### src/rtl/iic_seq.sv
// Transaction sequencer for iic_core: expands one register read/write request
// into the ordered START/address/register/data byte ops with busy handshaking.
module iic_seq #(
    parameter logic [15:0] TIMEOUT = 16'd4095,
    parameter int          LEN_W   = 4
) (
    input  logic             clk,
    input  logic             reset_n,
    input  logic             req,
    input  logic             req_rw,
    input  logic [6:0]       dev_addr,
    input  logic [7:0]       reg_addr,
    input  logic [LEN_W-1:0] len,
    input  logic [7:0]       wdata,
    input  logic             wdata_valid,
    output logic             wdata_ready,
    output logic [7:0]       rdata,
    output logic             rdata_valid,
    output logic             busy_o,
    output logic             done,
    output logic             err,
    output logic             core_start,
    output logic             core_stop,
    output logic             core_rw,
    output logic [7:0]       core_din,
    input  logic [7:0]       core_dout,
    input  logic             core_busy,
    input  logic             core_sending
);

    typedef enum logic [2:0] {
        S_IDLE, S_FETCH, S_ISSUE, S_WAIT, S_AB_ISSUE, S_AB_WAIT, S_END
    } state_t;

    typedef enum logic [1:0] {P_ADDR_W, P_REG, P_ADDR_R, P_DATA} phase_t;

    state_t           state;
    phase_t           phase;
    logic             rw_q;
    logic [6:0]       dev_q;
    logic [7:0]       reg_q;
    logic [LEN_W-1:0] len_q;
    logic [LEN_W-1:0] bcnt;
    logic [15:0]      tcnt;
    logic             tmo;

    // The core's sending flag is status only; sequencing relies on busy alone.
    logic unused_sending;
    assign unused_sending = core_sending;

    assign tmo = (tcnt == TIMEOUT);

    always_ff @(posedge clk or negedge reset_n) begin
        if (!reset_n) begin
            state       <= S_IDLE;
            phase       <= P_ADDR_W;
            rw_q        <= 1'b0;
            dev_q       <= '0;
            reg_q       <= '0;
            len_q       <= '0;
            bcnt        <= '0;
            tcnt        <= '0;
            wdata_ready <= 1'b0;
            rdata       <= '0;
            rdata_valid <= 1'b0;
            busy_o      <= 1'b0;
            done        <= 1'b0;
            err         <= 1'b0;
            core_start  <= 1'b0;
            core_stop   <= 1'b0;
            core_rw     <= 1'b0;
            core_din    <= '0;
        end else begin
            done        <= 1'b0;
            err         <= 1'b0;
            rdata_valid <= 1'b0;
            case (state)
                S_IDLE: if (req) begin
                    rw_q       <= req_rw;
                    dev_q      <= dev_addr;
                    reg_q      <= reg_addr;
                    len_q      <= len;
                    busy_o     <= 1'b1;
                    phase      <= P_ADDR_W;
                    core_start <= 1'b1;
                    core_stop  <= 1'b0;
                    core_rw    <= 1'b0;
                    core_din   <= {dev_addr, 1'b0};
                    tcnt       <= '0;
                    state      <= S_ISSUE;
                end

                // Waiting on the requester is unbounded: no timeout here.
                S_FETCH: if (wdata_valid) begin
                    wdata_ready <= 1'b0;
                    core_din    <= wdata;
                    core_start  <= 1'b0;
                    core_stop   <= (bcnt == '0);
                    core_rw     <= 1'b0;
                    tcnt        <= '0;
                    state       <= S_ISSUE;
                end

                S_ISSUE: begin
                    if (core_busy) begin
                        core_start <= 1'b0;
                        core_stop  <= 1'b0;
                        tcnt       <= '0;
                        state      <= S_WAIT;
                    end else if (tmo) begin
                        core_start <= 1'b0;
                        core_stop  <= 1'b1;
                        core_rw    <= 1'b0;
                        core_din   <= 8'hFF;
                        tcnt       <= '0;
                        state      <= S_AB_ISSUE;
                    end else begin
                        tcnt <= tcnt + 16'd1;
                    end
                end

                S_WAIT: begin
                    if (!core_busy) begin
                        tcnt <= '0;
                        case (phase)
                            P_ADDR_W: begin
                                phase    <= P_REG;
                                core_din <= reg_q;
                                state    <= S_ISSUE;
                            end
                            P_REG: begin
                                if (rw_q) begin
                                    phase      <= P_ADDR_R;
                                    core_start <= 1'b1;
                                    core_din   <= {dev_q, 1'b1};
                                    state      <= S_ISSUE;
                                end else begin
                                    phase       <= P_DATA;
                                    bcnt        <= len_q;
                                    wdata_ready <= 1'b1;
                                    state       <= S_FETCH;
                                end
                            end
                            P_ADDR_R: begin
                                phase     <= P_DATA;
                                bcnt      <= len_q;
                                core_rw   <= 1'b1;
                                core_din  <= 8'h00;
                                core_stop <= (len_q == '0);
                                state     <= S_ISSUE;
                            end
                            P_DATA: begin
                                if (core_rw) begin
                                    rdata       <= core_dout;
                                    rdata_valid <= 1'b1;
                                end
                                // bcnt==0 was the stop-carrying byte; never decrement past it.
                                if (bcnt == '0) begin
                                    done     <= 1'b1;
                                    busy_o   <= 1'b0;
                                    core_rw  <= 1'b0;
                                    core_din <= '0;
                                    state    <= S_END;
                                end else begin
                                    bcnt <= bcnt - LEN_W'(1);
                                    if (rw_q) begin
                                        core_stop <= (bcnt == LEN_W'(1));
                                        state     <= S_ISSUE;
                                    end else begin
                                        wdata_ready <= 1'b1;
                                        state       <= S_FETCH;
                                    end
                                end
                            end
                            default: state <= S_IDLE;
                        endcase
                    end else if (tmo) begin
                        core_start <= 1'b0;
                        core_stop  <= 1'b1;
                        core_rw    <= 1'b0;
                        core_din   <= 8'hFF;
                        tcnt       <= '0;
                        state      <= S_AB_ISSUE;
                    end else begin
                        tcnt <= tcnt + 16'd1;
                    end
                end

                S_AB_ISSUE: begin
                    if (core_busy) begin
                        core_stop <= 1'b0;
                        tcnt      <= '0;
                        state     <= S_AB_WAIT;
                    end else if (tmo) begin
                        err       <= 1'b1;
                        busy_o    <= 1'b0;
                        core_stop <= 1'b0;
                        core_din  <= '0;
                        state     <= S_END;
                    end else begin
                        tcnt <= tcnt + 16'd1;
                    end
                end

                S_AB_WAIT: begin
                    if (!core_busy || tmo) begin
                        err      <= 1'b1;
                        busy_o   <= 1'b0;
                        core_din <= '0;
                        state    <= S_END;
                    end else begin
                        tcnt <= tcnt + 16'd1;
                    end
                end

                // One dead cycle so a req coinciding with done/err is not taken.
                S_END: state <= S_IDLE;

                default: state <= S_IDLE;
            endcase
        end
    end

endmodule

### config.mk
export PLATFORM = sky130hd
export DESIGN_NAME = iic_seq
export DESIGN_NICKNAME = d
export VERILOG_FILES = /design/src/rtl/iic_seq.sv
export SDC_FILE = /design/constraint.sdc
export NUM_CORES = 1
export LEC_CHECK = 0
export BUFFER_PORTS_ARGS = -buffer_cell sky130_fd_sc_hd__buf_4
export CELL_PAD_IN_SITES_DETAIL_PLACEMENT = 0
export CELL_PAD_IN_SITES_GLOBAL_PLACEMENT = 1
export CORE_MARGIN = 5
export CORE_UTILIZATION = 40
export DETAILED_ROUTE_END_ITERATION = 7
export PLACE_DENSITY_LB_ADDON = 0.08
export SLEW_MARGIN = 20
export SYNTH_ARGS = -nofsm -noshare
export SYNTH_HDL_FRONTEND = slang
export SYNTH_SLANG_ARGS = --single-unit
### constraint.sdc
create_clock -name clk -period 3 [get_ports clk]
set_clock_uncertainty 0.1 [all_clocks]
set_input_delay 0 -clock clk [delete_from_list [all_inputs] [get_ports clk]]
set_output_delay 0 -clock clk [all_outputs]
set_load 0.05 [all_outputs]
# == After elaboration in Yosys (flattened, before gate mapping) ==
# Index checks and enable logic that the tools add are counted.
# word_totals
regBits,69
inputBits,42
word_cells,169
# classes
n_addsub,2
eq_ne,34
n_mux,88
bitwise,1
reduce_logical,26
# ops
operator,count
$mux 16,8
$pmux 16 s6,1
$mux 8,10
$pmux 8 s6,1
$mux 1,39
$pmux 8 s4,1
$mux 3,9
$ne 2x2->1 const B,11
$reduce_and 5->1,4
$pmux 3 s6,1
$add 16x1->16 const B,1
$eq 16x12->1 const B,1
$ne 4x4->1 const B,4
$ne 3x3->1 const B,4
$pmux 1 s4,3
$pmux 4 s3,1
$reduce_and 4->1,3
$pmux 1 s2,5
$pmux 3 s3,1
$reduce_and 9->1,1
$logic_not 4->1,2
$mux 4,2
$reduce_and 8->1,1
$reduce_bool 4->1,2
other kinds (29),35

# == Longest topological paths before layout ==
# Gate-level depths: netlist of the first run.
# depth
word_depth,6
ltp_mapped,10

# == Worst setup path after synthesis of the first run ==
# Ideal clock, no wire load.
# synth_timing
kind,register to register
from,register state[1]
to,register tcnt[7]
setup_time_ps,121
t_arrival_ps,2184
required_ps,2779
setup_slack_ps,595
path_stages_with_launch,11
path_buffers,3
path_cell_list,dfrtp_1 > buf_2 > clkbuf_1 > inv_1 > ha_1 > and3b_1 > o311ai_1 > o211ai_2 > clkbuf_1 > a21o_1 > a22o_1
# synth_via
elab_chain_cells,3
elab_cells_between_ends,13
classes_between,eq/ne (9); mux (1); reduce/logical (3)
# synth_lines
element,line,source
from (decl),37,state_t state;
from (signal assigned),55,state <= S_IDLE;
from (signal assigned),90,state <= S_ISSUE;
from (signal assigned),101,state <= S_ISSUE;
$eq 3x3->1 (tied with other cells),77,case (state)
$reduce_bool 6->1 (no source line) (tied with other cells),-,
$reduce_and 5->1 (no source line),-,
to (signal assigned),118,tcnt <= tcnt + 16'd1;
to (signal assigned),185,tcnt <= tcnt + 16'd1;
to (signal assigned),201,tcnt <= tcnt + 16'd1;
to (decl),44,logic [15:0] tcnt;
# Several ways; a longest one is shown, not always the timed one.
# A chain may end at the register's enable or synchronous reset.

# == Final worst setup path of the first run ==
# layout_timing
from,register tcnt[0]
to,register state[0]
# layout_via
elab_chain_cells,4
elab_cells_between_ends,9
classes_between,eq/ne (3); mux (4); reduce/logical (2)
# layout_lines
element,line,source
$eq 16x12->1 (*),51,assign tmo = (tcnt == TIMEOUT);
$mux 3 or $logic_or 1x1->1 (tied branches),-,
$mux 3 (tied with other cells),-,
$pmux 3 s6 or $reduce_and 4->1 (tied branches),-,
# Every way passes the cells marked *; elsewhere a longest branch is shown, timed or not.

==> results of run 1 <==
[cells in the final DEF (no fill, tap or decap), types with 8 or more instances in the layout]
cell type and instances:
a21oi_1 24, a22o_1 11, a31oi_1 12, a32oi_1 8, buf_4 76, clkbuf_8 10, dfrtp_1 69, dlygate4sd3_1 33
ha_1 12, inv_1 15, mux2_2 33, nand2_1 31, nand2b_1 8, nand3_1 18, nor2_1 21, o211ai_1 11
o21ai_0 20
[critical path: cells and delay by family, from the launching register on]
family	cells	cell delay (ns)
adders and majority gates	1	0.20
buffers and inverters	1	0.56
and+or+nand+nor	3	1.01
DFF	1	0.39
AOI/OAI and AO/OA	2	0.30
[power by group]
group	internal (W)	switching (W)
sequential	0.00122	0.000223
clock	0.000579	0.000390
combinational	0.00105	0.00145
[layout make-up]
| cell class | instances | area [um^2] | share of cell area |
|---|---|---|---|
| clock inverter | 5 | 106 | 0.0203 |
| multi-input combinational | 301 | 2130 | 0.408 |
| sequential | 69 | 1730 | 0.330 |
| tap | 133 | 166 | 0.0318 |
| clock buffer | 11 | 141 | 0.0270 |
| inverter | 15 | 56.3 | 0.0108 |
| timing repair buffer | 109 | 901 | 0.172 |
[routing by layer]
layer,track usage,vias to the layer above
met5,0,-
met3,0.0345,10
met1,0.252,1772
li1,-,1733
met4,0.0550,0
met2,0.284,100
[path summary, 6_finish.rpt]
check | start | to | slack (ns)
setup / recovery | tcnt[0] | state[0] | 0.33
hold / removal | wdata[7] | core_din[7] | 0.02
setup reg to reg | tcnt[0] | state[0] | 0.33
hold reg to reg | reg_q[0] | reg_q[0] | 0.41
max in group asynchronous | reset_n | reg_q[7] | 1.97
min in group asynchronous | reset_n | err | 0.22
[flip-flops by register name, indices dropped and copies added (netlist names), 2 cells and up]
register / cells
len_q: 4
core_din: 8
rdata: 8
phase: 2
tcnt: 16
reg_q: 8
state: 3
bcnt: 4
dev_q: 7
[logic make-up after synthesis]
family,count (synthesis),share of synthesized area
AO/OA/AOI/OAI,133,0.236
XOR/XNOR,1,0.00216
adder cells (fa/ha/maj),12,0.0371
buffers and inverters,44,0.0479
flip-flops,69,0.427
multiplexers,35,0.0968
AND/OR/NAND/NOR,120,0.154
[stage by stage]
stage          std cells  instance area (um^2)  setup slack, ns   util  hold WS (ns)
6_report             643                  5230            0.329  0.533        0.0235
5_1_grt              643                  5230            0.176  0.533        0.0427
4_1_cts              643                  5230            0.320  0.533       0.00772
3_5_place_dp         594                  4650            0.614  0.474        0.0889
3_3_place_gp         594                  4650            0.639  0.474        0.0945
2_1_floorplan        414                  4050            0.595      -        -0.396
==> impl_metrics.env, run 1 <==
export IMPL_cp_max_fo=20
export IMPL_path_class="flop to flop"
export IMPL_pin_count=66
export IMPL_grt_pass1_wl_um=18300
export IMPL_avgSynthCellArea_um2=9.78
export IMPL_yosysTopAreaCellShare=0.427
export IMPL_wl_met3_um=471
export IMPL_start_util=0.412
export IMPL_drtPass1Iterations=4
export IMPL_area_growth_pct=29.2
export IMPL_cts_sinks=69
export IMPL_wire_per_inst_um=17.2
export IMPL_io_buffers=64
export IMPL_yosysWarnings=0
export IMPL_gr_total_overflow=0
export IMPL_drv_slew=0
export IMPL_r2r_cells=7
export IMPL_cts_buffers=9
export IMPL_max_cap_viol_count=0
export IMPL_clk_path_buf_depth=2
export IMPL_vdd_ir_drop_worst_mv=0.609
export IMPL_nNetsFinal=559
export IMPL_die_w_um=111
export IMPL_start_kind="flop"
export IMPL_drt_met1_wl_um=5140
export IMPL_vias=3615
export IMPL_rsz0062_at_grt="false"
export IMPL_hp_class="input port to flop"
export IMPL_endpoint_kind="flop"
export IMPL_power_density_nw_per_um2=939
export IMPL_synth_most_common_cell="dfrtp_1"
export IMPL_cts_setup_buffers=0
export IMPL_grt_max_degree=70
export IMPL_layout_drive_gt1_share=0.267
export IMPL_dr_max_layer_used="met4"
export IMPL_drt_iter0_drc=189
export IMPL_ant_nets=0
export IMPL_synth_top_flop_cell="dfrtp_1"
export IMPL_fin_setup_tns_ns=0
export IMPL_dpl_hpwl_um=7680
export IMPL_fill_cells=926
export IMPL_run_status="completed"
export IMPL_crit_required_ns=3.13
export IMPL_synth_cell_types=63
export IMPL_setup_violations=0
export IMPL_finalHoldViolCount=0
export IMPL_total_power_w=0.00491
export IMPL_syn_nets=468
export IMPL_ctsResizeCount=0
export IMPL_postCtsHoldBufs=33
export IMPL_gp_congestion=0.781
export IMPL_worstPathArrival_ns=2.81
export IMPL_root_buffer="clkbuf_8"
export IMPL_min_period_ns=2.67
export IMPL_cpMaxStageDelayCell="or3_4"
export IMPL_synth_largest_area_cell="dfrtp_1"
export IMPL_max_freq_ghz=0.374
export IMPL_tritoncts="yes"
export IMPL_die_area_um2=12200
export IMPL_synth_seq_area_share=0.427
export IMPL_grt_pass1_vias=3665
export IMPL_grt_use_total=0.181
export IMPL_fin_crit_sh=0.890
export IMPL_met2_length_um=5280
export IMPL_via_per_inst=5.62
export IMPL_critPathMaxStageDelay_ns=0.56
export IMPL_synth_area_top_cells="dfrtp_1 43%, mux2_2 9.2%, ha_1 3.7%"
export IMPL_synth_edf_count=0
export IMPL_worstHoldPathCells=5
export IMPL_drc_errors=0
export IMPL_async_flop_share=1.00
export IMPL_crit_chain="ha_1 > nand3_2 > or3_4 > nand2b_1 > a31oi_1 > o32ai_1 > dlygate4sd3_1"
export IMPL_drt_total_wl_um=11000
export IMPL_slew_headroom=0.400
export IMPL_p_leak_nw=2.33
export IMPL_rows=36
export IMPL_yosys_top_cells_count="69 x dfrtp_1, 33 x mux2_2, 31 x nand2_1, 24 x a21oi_1, 21 x nor2_1"
export IMPL_htree_levels=3
export IMPL_clkTransAtPathRegs_ns=0.09
export IMPL_mappedNetlistArea_um2=4050
export IMPL_grt_antenna_before_repair=0
export IMPL_chipHeight_um=111
export IMPL_tightest_slew_ns=0.900
export IMPL_ys_seq_elements=69
export IMPL_diodes=0
export IMPL_clock_latency_ns=0.34
export IMPL_core_area_um2=9820
export IMPL_netlist_instances=414
No activity file was read; power rests on OpenSTA's default activity.
==> run 2: changes to the inputs <==
HOLD_SLACK_MARGIN = 0.1   (was not set)
==> run 2 against run 1 <==
Setup slack gained 0.0036 ns. Register-to-register slack is essentially flat. Wire length grew 1.3%.
==> impl_metrics.env, run 2 (synthesized netlist as in run 1, its figures left out) <==
export IMPL_grt_pass1_wl_um=18500
export IMPL_clk_path_buf_depth=2
export IMPL_core_area_um2=9820
export IMPL_p_leak_nw=2.36
export IMPL_slew_headroom=0.402
export IMPL_io_buffers=64
export IMPL_drtPass1Iterations=4
export IMPL_run_status="completed"
export IMPL_die_w_um=111
export IMPL_gp_congestion=0.781
export IMPL_max_freq_ghz=0.375
export IMPL_diodes=0
export IMPL_fin_setup_tns_ns=0
export IMPL_dp_slack_ns=0.614
export IMPL_chipHeight_um=111
export IMPL_crit_required_ns=3.12
export IMPL_cts_sinks=69
export IMPL_cpMaxStageDelayCell="dlygate4sd3_1"
export IMPL_rows=36
export IMPL_endpoint_kind="flop"
export IMPL_worstPathArrival_ns=2.79
export IMPL_ctsResizeCount=0
export IMPL_gr_total_overflow=0
export IMPL_tritoncts="yes"
export IMPL_setup_ws_ns=0.332
export IMPL_power_density_nw_per_um2=925
export IMPL_largest_reg_flops=16
export IMPL_finalHoldViolCount=0
export IMPL_die_area_um2=12200
export IMPL_tightest_slew_ns=0.898
export IMPL_drt_iter0_drc=193
export IMPL_area_growth_pct=31.0
export IMPL_layout_drive_gt1_share=0.263
export IMPL_final_common_cell="buf_4"
export IMPL_fin_crit_sh=0.889
export IMPL_grt_max_degree=70
export IMPL_crit_chain="ha_1 > nand3_2 > or3_4 > nand2b_1 > a31oi_1 > dlygate4sd3_1 > o32ai_1"
export IMPL_pin_count=66
export IMPL_start_kind="flop"
export IMPL_cp_max_fo=20
export IMPL_clock_latency_ns=0.35
export IMPL_ant_nets=0
export IMPL_via_per_inst=5.60
export IMPL_clkTransAtPathRegs_ns=0.09
export IMPL_rrSetupSlack_ns=0.33
export IMPL_drc_errors=0
export IMPL_wire_per_inst_um=17.2
export IMPL_drv_slew=0
export IMPL_dpl_hpwl_um=7680
export IMPL_nNetsFinal=566
export IMPL_root_buffer="clkbuf_8"
export IMPL_regMostFlops="tcnt"
export IMPL_vdd_ir_drop_worst_mv=0.605
export IMPL_utilization=0.540
export IMPL_htree_levels=3
export IMPL_grt_pass1_vias=3730
export IMPL_drt_total_wl_um=11200
export IMPL_grt_antenna_before_repair=0
export IMPL_grt_use_total=0.183
export IMPL_cts_buffers=9
export IMPL_start_util=0.412
export IMPL_cts_setup_buffers=0
export IMPL_max_cap_viol_count=0
export IMPL_hp_class="input port to flop"
export IMPL_layout_common_cells="76 x buf_4, 69 x dfrtp_1, 40 x dlygate4sd3_1, 33 x mux2_2, 31 x nand2_1"
export IMPL_path_class="flop to flop"
export IMPL_min_period_ns=2.67
export IMPL_postCtsHoldBufs=40
export IMPL_critPathMaxStageDelay_ns=0.57
export IMPL_rsz0062_at_grt="false"
export IMPL_fill_cells=929
export IMPL_vias=3637
export IMPL_setup_violations=0
run 2: cell types whose count changed in the layout (fill, tap and decap cells not counted):
cell           change
dlygate4sd3_1      +7
run 2: power breakdown:
group	internal, W	switching [W]
combinational	0.00104	0.00145
sequential	0.00122	0.000223
clock	0.000579	0.000383
total	0.00284	0.00206
run 2: final cells by class:
class	count	area, um^2	share of cell area
multi-input cells	301	2130	0.402
clock inverters	5	106	0.0201
inverters	15	56.3	0.0106
flip-flops and latches	69	1730	0.326
repair buffers	116	971	0.183
well taps	133	166	0.0314
clock buffers	11	141	0.0267
run 2: metrics by stage:
| step | hold WS (ns) | instances | total power [W] | area (um^2) |
|---|---|---|---|---|
| after floorplan | -0.396 | 414 | 0.00323 | 4050 |
| after global placement | 0.0945 | 594 | 0.00386 | 4650 |
| after detailed placement | 0.0889 | 594 | 0.00391 | 4650 |
| after CTS | 0.110 | 650 | 0.00493 | 5300 |
| after global routing | 0.152 | 650 | 0.00525 | 5300 |
| final | 0.132 | 650 | 0.00490 | 5300 |
run 2: final timing paths:
check                           startpoint       end  depth (start not counted)
worst max register to register     tcnt[0]  state[0]                          7
worst max-delay path               tcnt[0]  state[0]                          7
worst min register to register    reg_q[0]  reg_q[0]                          1
worst min-delay path                   req    busy_o                          5
min in group asynchronous          reset_n       err                          2
max in group asynchronous          reset_n  reg_q[1]                          2
run 2: per-layer routing:
metal,track usage,up-vias,wire [um]
met5,0,-,0
met4,0.0558,0,191
met3,0.0328,15,462
met2,0.292,94,5380
met1,0.252,1781,5150
li1,-,1747,-
run 2: critical path: cells and delay by family (launching register included):
family	cells	cell delay (ns)
buffers and inverters	1	0.57
AND/OR/NAND/NOR	3	1.01
flip-flops	1	0.39
adder cells (fa/ha/maj)	1	0.20
AO/OA/AOI/OAI	2	0.27
==> run 3: changes to the inputs <==
CTS_BUF_LIST = sky130_fd_sc_hd__clkbuf_8   (was not set)
==> run 3 against run 2 <==
Clock power about the same. Final area unchanged. Core utilization unchanged. Count of clock-buffer cells in the layout decreased by 1. Combinational power about the same. Critical path depth unchanged. Die area unchanged.
==> impl_metrics.env, run 3 (synthesized netlist as in run 1, its figures left out) <==
export IMPL_core_area_um2=9820
export IMPL_die_w_um=111
export IMPL_run_status="completed"
export IMPL_hold_ws_ns=0.133
export IMPL_min_to="busy_o"
export IMPL_rrSetupSlack_ns=0.33
export IMPL_fin_crit_sh=0.889
export IMPL_area_growth_pct=31.0
export IMPL_diodes=0
export IMPL_clkTransAtPathRegs_ns=0.09
export IMPL_rows=36
export IMPL_crit_chain="ha_1 > nand3_2 > or3_4 > nand2b_1 > a31oi_1 > dlygate4sd3_1 > o32ai_1"
export IMPL_start_util=0.412
export IMPL_io_buffers=64
export IMPL_dpl_hpwl_um=7680
export IMPL_max_cap_viol_count=0
export IMPL_drt_total_wl_um=11200
export IMPL_cp_max_fo=20
export IMPL_fin_setup_tns_ns=0
export IMPL_clock_latency_ns=0.35
export IMPL_grt_pass1_vias=3730
export IMPL_cts_sinks=69
export IMPL_grt_antenna_before_repair=0
export IMPL_endpoint_kind="flop"
export IMPL_r2r_end="state[0]"
export IMPL_finalHoldViolCount=0
export IMPL_fill_cells=929
export IMPL_drv_slew=0
export IMPL_tightest_slew_ns=0.898
export IMPL_gp_congestion=0.781
export IMPL_slew_headroom=0.401
export IMPL_hold_path_startpoint="req"
export IMPL_p_leak_nw=2.37
export IMPL_total_power_w=0.00490
export IMPL_hp_class="input port to flop"
export IMPL_drc_errors=0
export IMPL_clk_path_buf_depth=2
export IMPL_grt_use_total=0.183
export IMPL_seq_area_um2=1730
export IMPL_die_area_um2=12200
export IMPL_wire_per_inst_um=17.2
export IMPL_crit_required_ns=3.12
export IMPL_worstHoldPathCells=5
export IMPL_root_buffer="clkbuf_8"
export IMPL_tritoncts="yes"
export IMPL_min_period_ns=2.67
export IMPL_max_freq_ghz=0.375
export IMPL_layout_common_cells="76 x buf_4, 69 x dfrtp_1, 40 x dlygate4sd3_1, 33 x mux2_2, 31 x nand2_1"
export IMPL_pin_count=66
export IMPL_regMostFlops="tcnt"
export IMPL_ant_nets=0
export IMPL_grt_max_degree=70
export IMPL_via_per_inst=5.60
export IMPL_cpMaxStageDelayCell="dlygate4sd3_1"
export IMPL_path_class="flop to flop"
export IMPL_drt_iter0_drc=193
export IMPL_grt_pass1_wl_um=18500
export IMPL_worstPathArrival_ns=2.78
export IMPL_rsz0062_at_grt="false"
export IMPL_start_kind="flop"
export IMPL_chipHeight_um=111
export IMPL_htree_levels=3
export IMPL_nNetsFinal=566
export IMPL_multi_input_area_um2=2130
export IMPL_setup_violations=0
export IMPL_largest_reg_flops=16
export IMPL_layout_drive_gt1_share=0.263
export IMPL_vdd_ir_drop_worst_mv=0.605
export IMPL_cts_buffers=9
export IMPL_drtPass1Iterations=4
export IMPL_crit_start="tcnt[0]"
export IMPL_final_common_cell="buf_4"
export IMPL_vias=3641
export IMPL_r2r_start="tcnt[0]"
export IMPL_power_density_nw_per_um2=924
export IMPL_gr_total_overflow=0
export IMPL_critPathMaxStageDelay_ns=0.57
export IMPL_cts_setup_buffers=0
export IMPL_r2r_cells=7
[run 3: changes by cell type in the layout (fill, tap and decap cells not counted), sizes merged]
cell / previous run / this run
clkbuf: 11 / 10
inv: 16 / 17
[run 3: repair_timing]
action | CTS | global route
gates resized for setup | 0 | 0
hold buffers | 40 | 0
hold endpoints to repair | 108 | 0
[run 3: worst max path at each step]
stage                       end  slack [ns]  cells after the start
CTS                    state[0]        0.34                      7
global placement    core_din[0]        0.64                      5
finish                 state[0]        0.33                      7
floorplan               tcnt[7]        0.60                     10
detailed placement  core_din[0]        0.61                      5
global route           state[0]        0.18                      7
[run 3: layout make-up]
class                      instances  share of cell area
multi-input combinational        301               0.402
sequential                        69               0.326
timing repair buffer             116               0.183
tap                              133              0.0314
clock buffer                      10              0.0260
clock inverter                     6              0.0208
inverter                          15              0.0106
[run 3: routing by layer]
| layer | GRT usage | vias up | wire (um) |
|---|---|---|---|
| li1 | - | 1749 | - |
| met1 | 0.252 | 1779 | 5140 |
| met2 | 0.292 | 98 | 5390 |
| met3 | 0.0328 | 15 | 459 |
| met4 | 0.0558 | 0 | 191 |
| met5 | 0 | - | 0 |
[run 3: per-stage QoR]
stage                util  std cells  setup WS, ns  cell area (um^2)
finish              0.540        650         0.333              5300
global route        0.540        650         0.185              5300
CTS                 0.540        650         0.343              5300
detailed placement  0.474        594         0.614              4650
global placement    0.474        594         0.639              4650
floorplan               -        414         0.595              4050
[run 3: report_power, final]
part	internal (W)	total, W	switching [W]
Clock	0.000576	0.000959	0.000383
Combinational	0.00104	0.00249	0.00145
Sequential	0.00122	0.00144	0.000223
[run 3: worst max-delay path, delay by kind of cell (launching register included)]
family,cells,cell delay (ns)
and+or+nand+nor,3,1.01
AOI/OAI and AO/OA,2,0.27
buffers and inverters,1,0.57
DFF,1,0.39
adders and majority gates,1,0.20
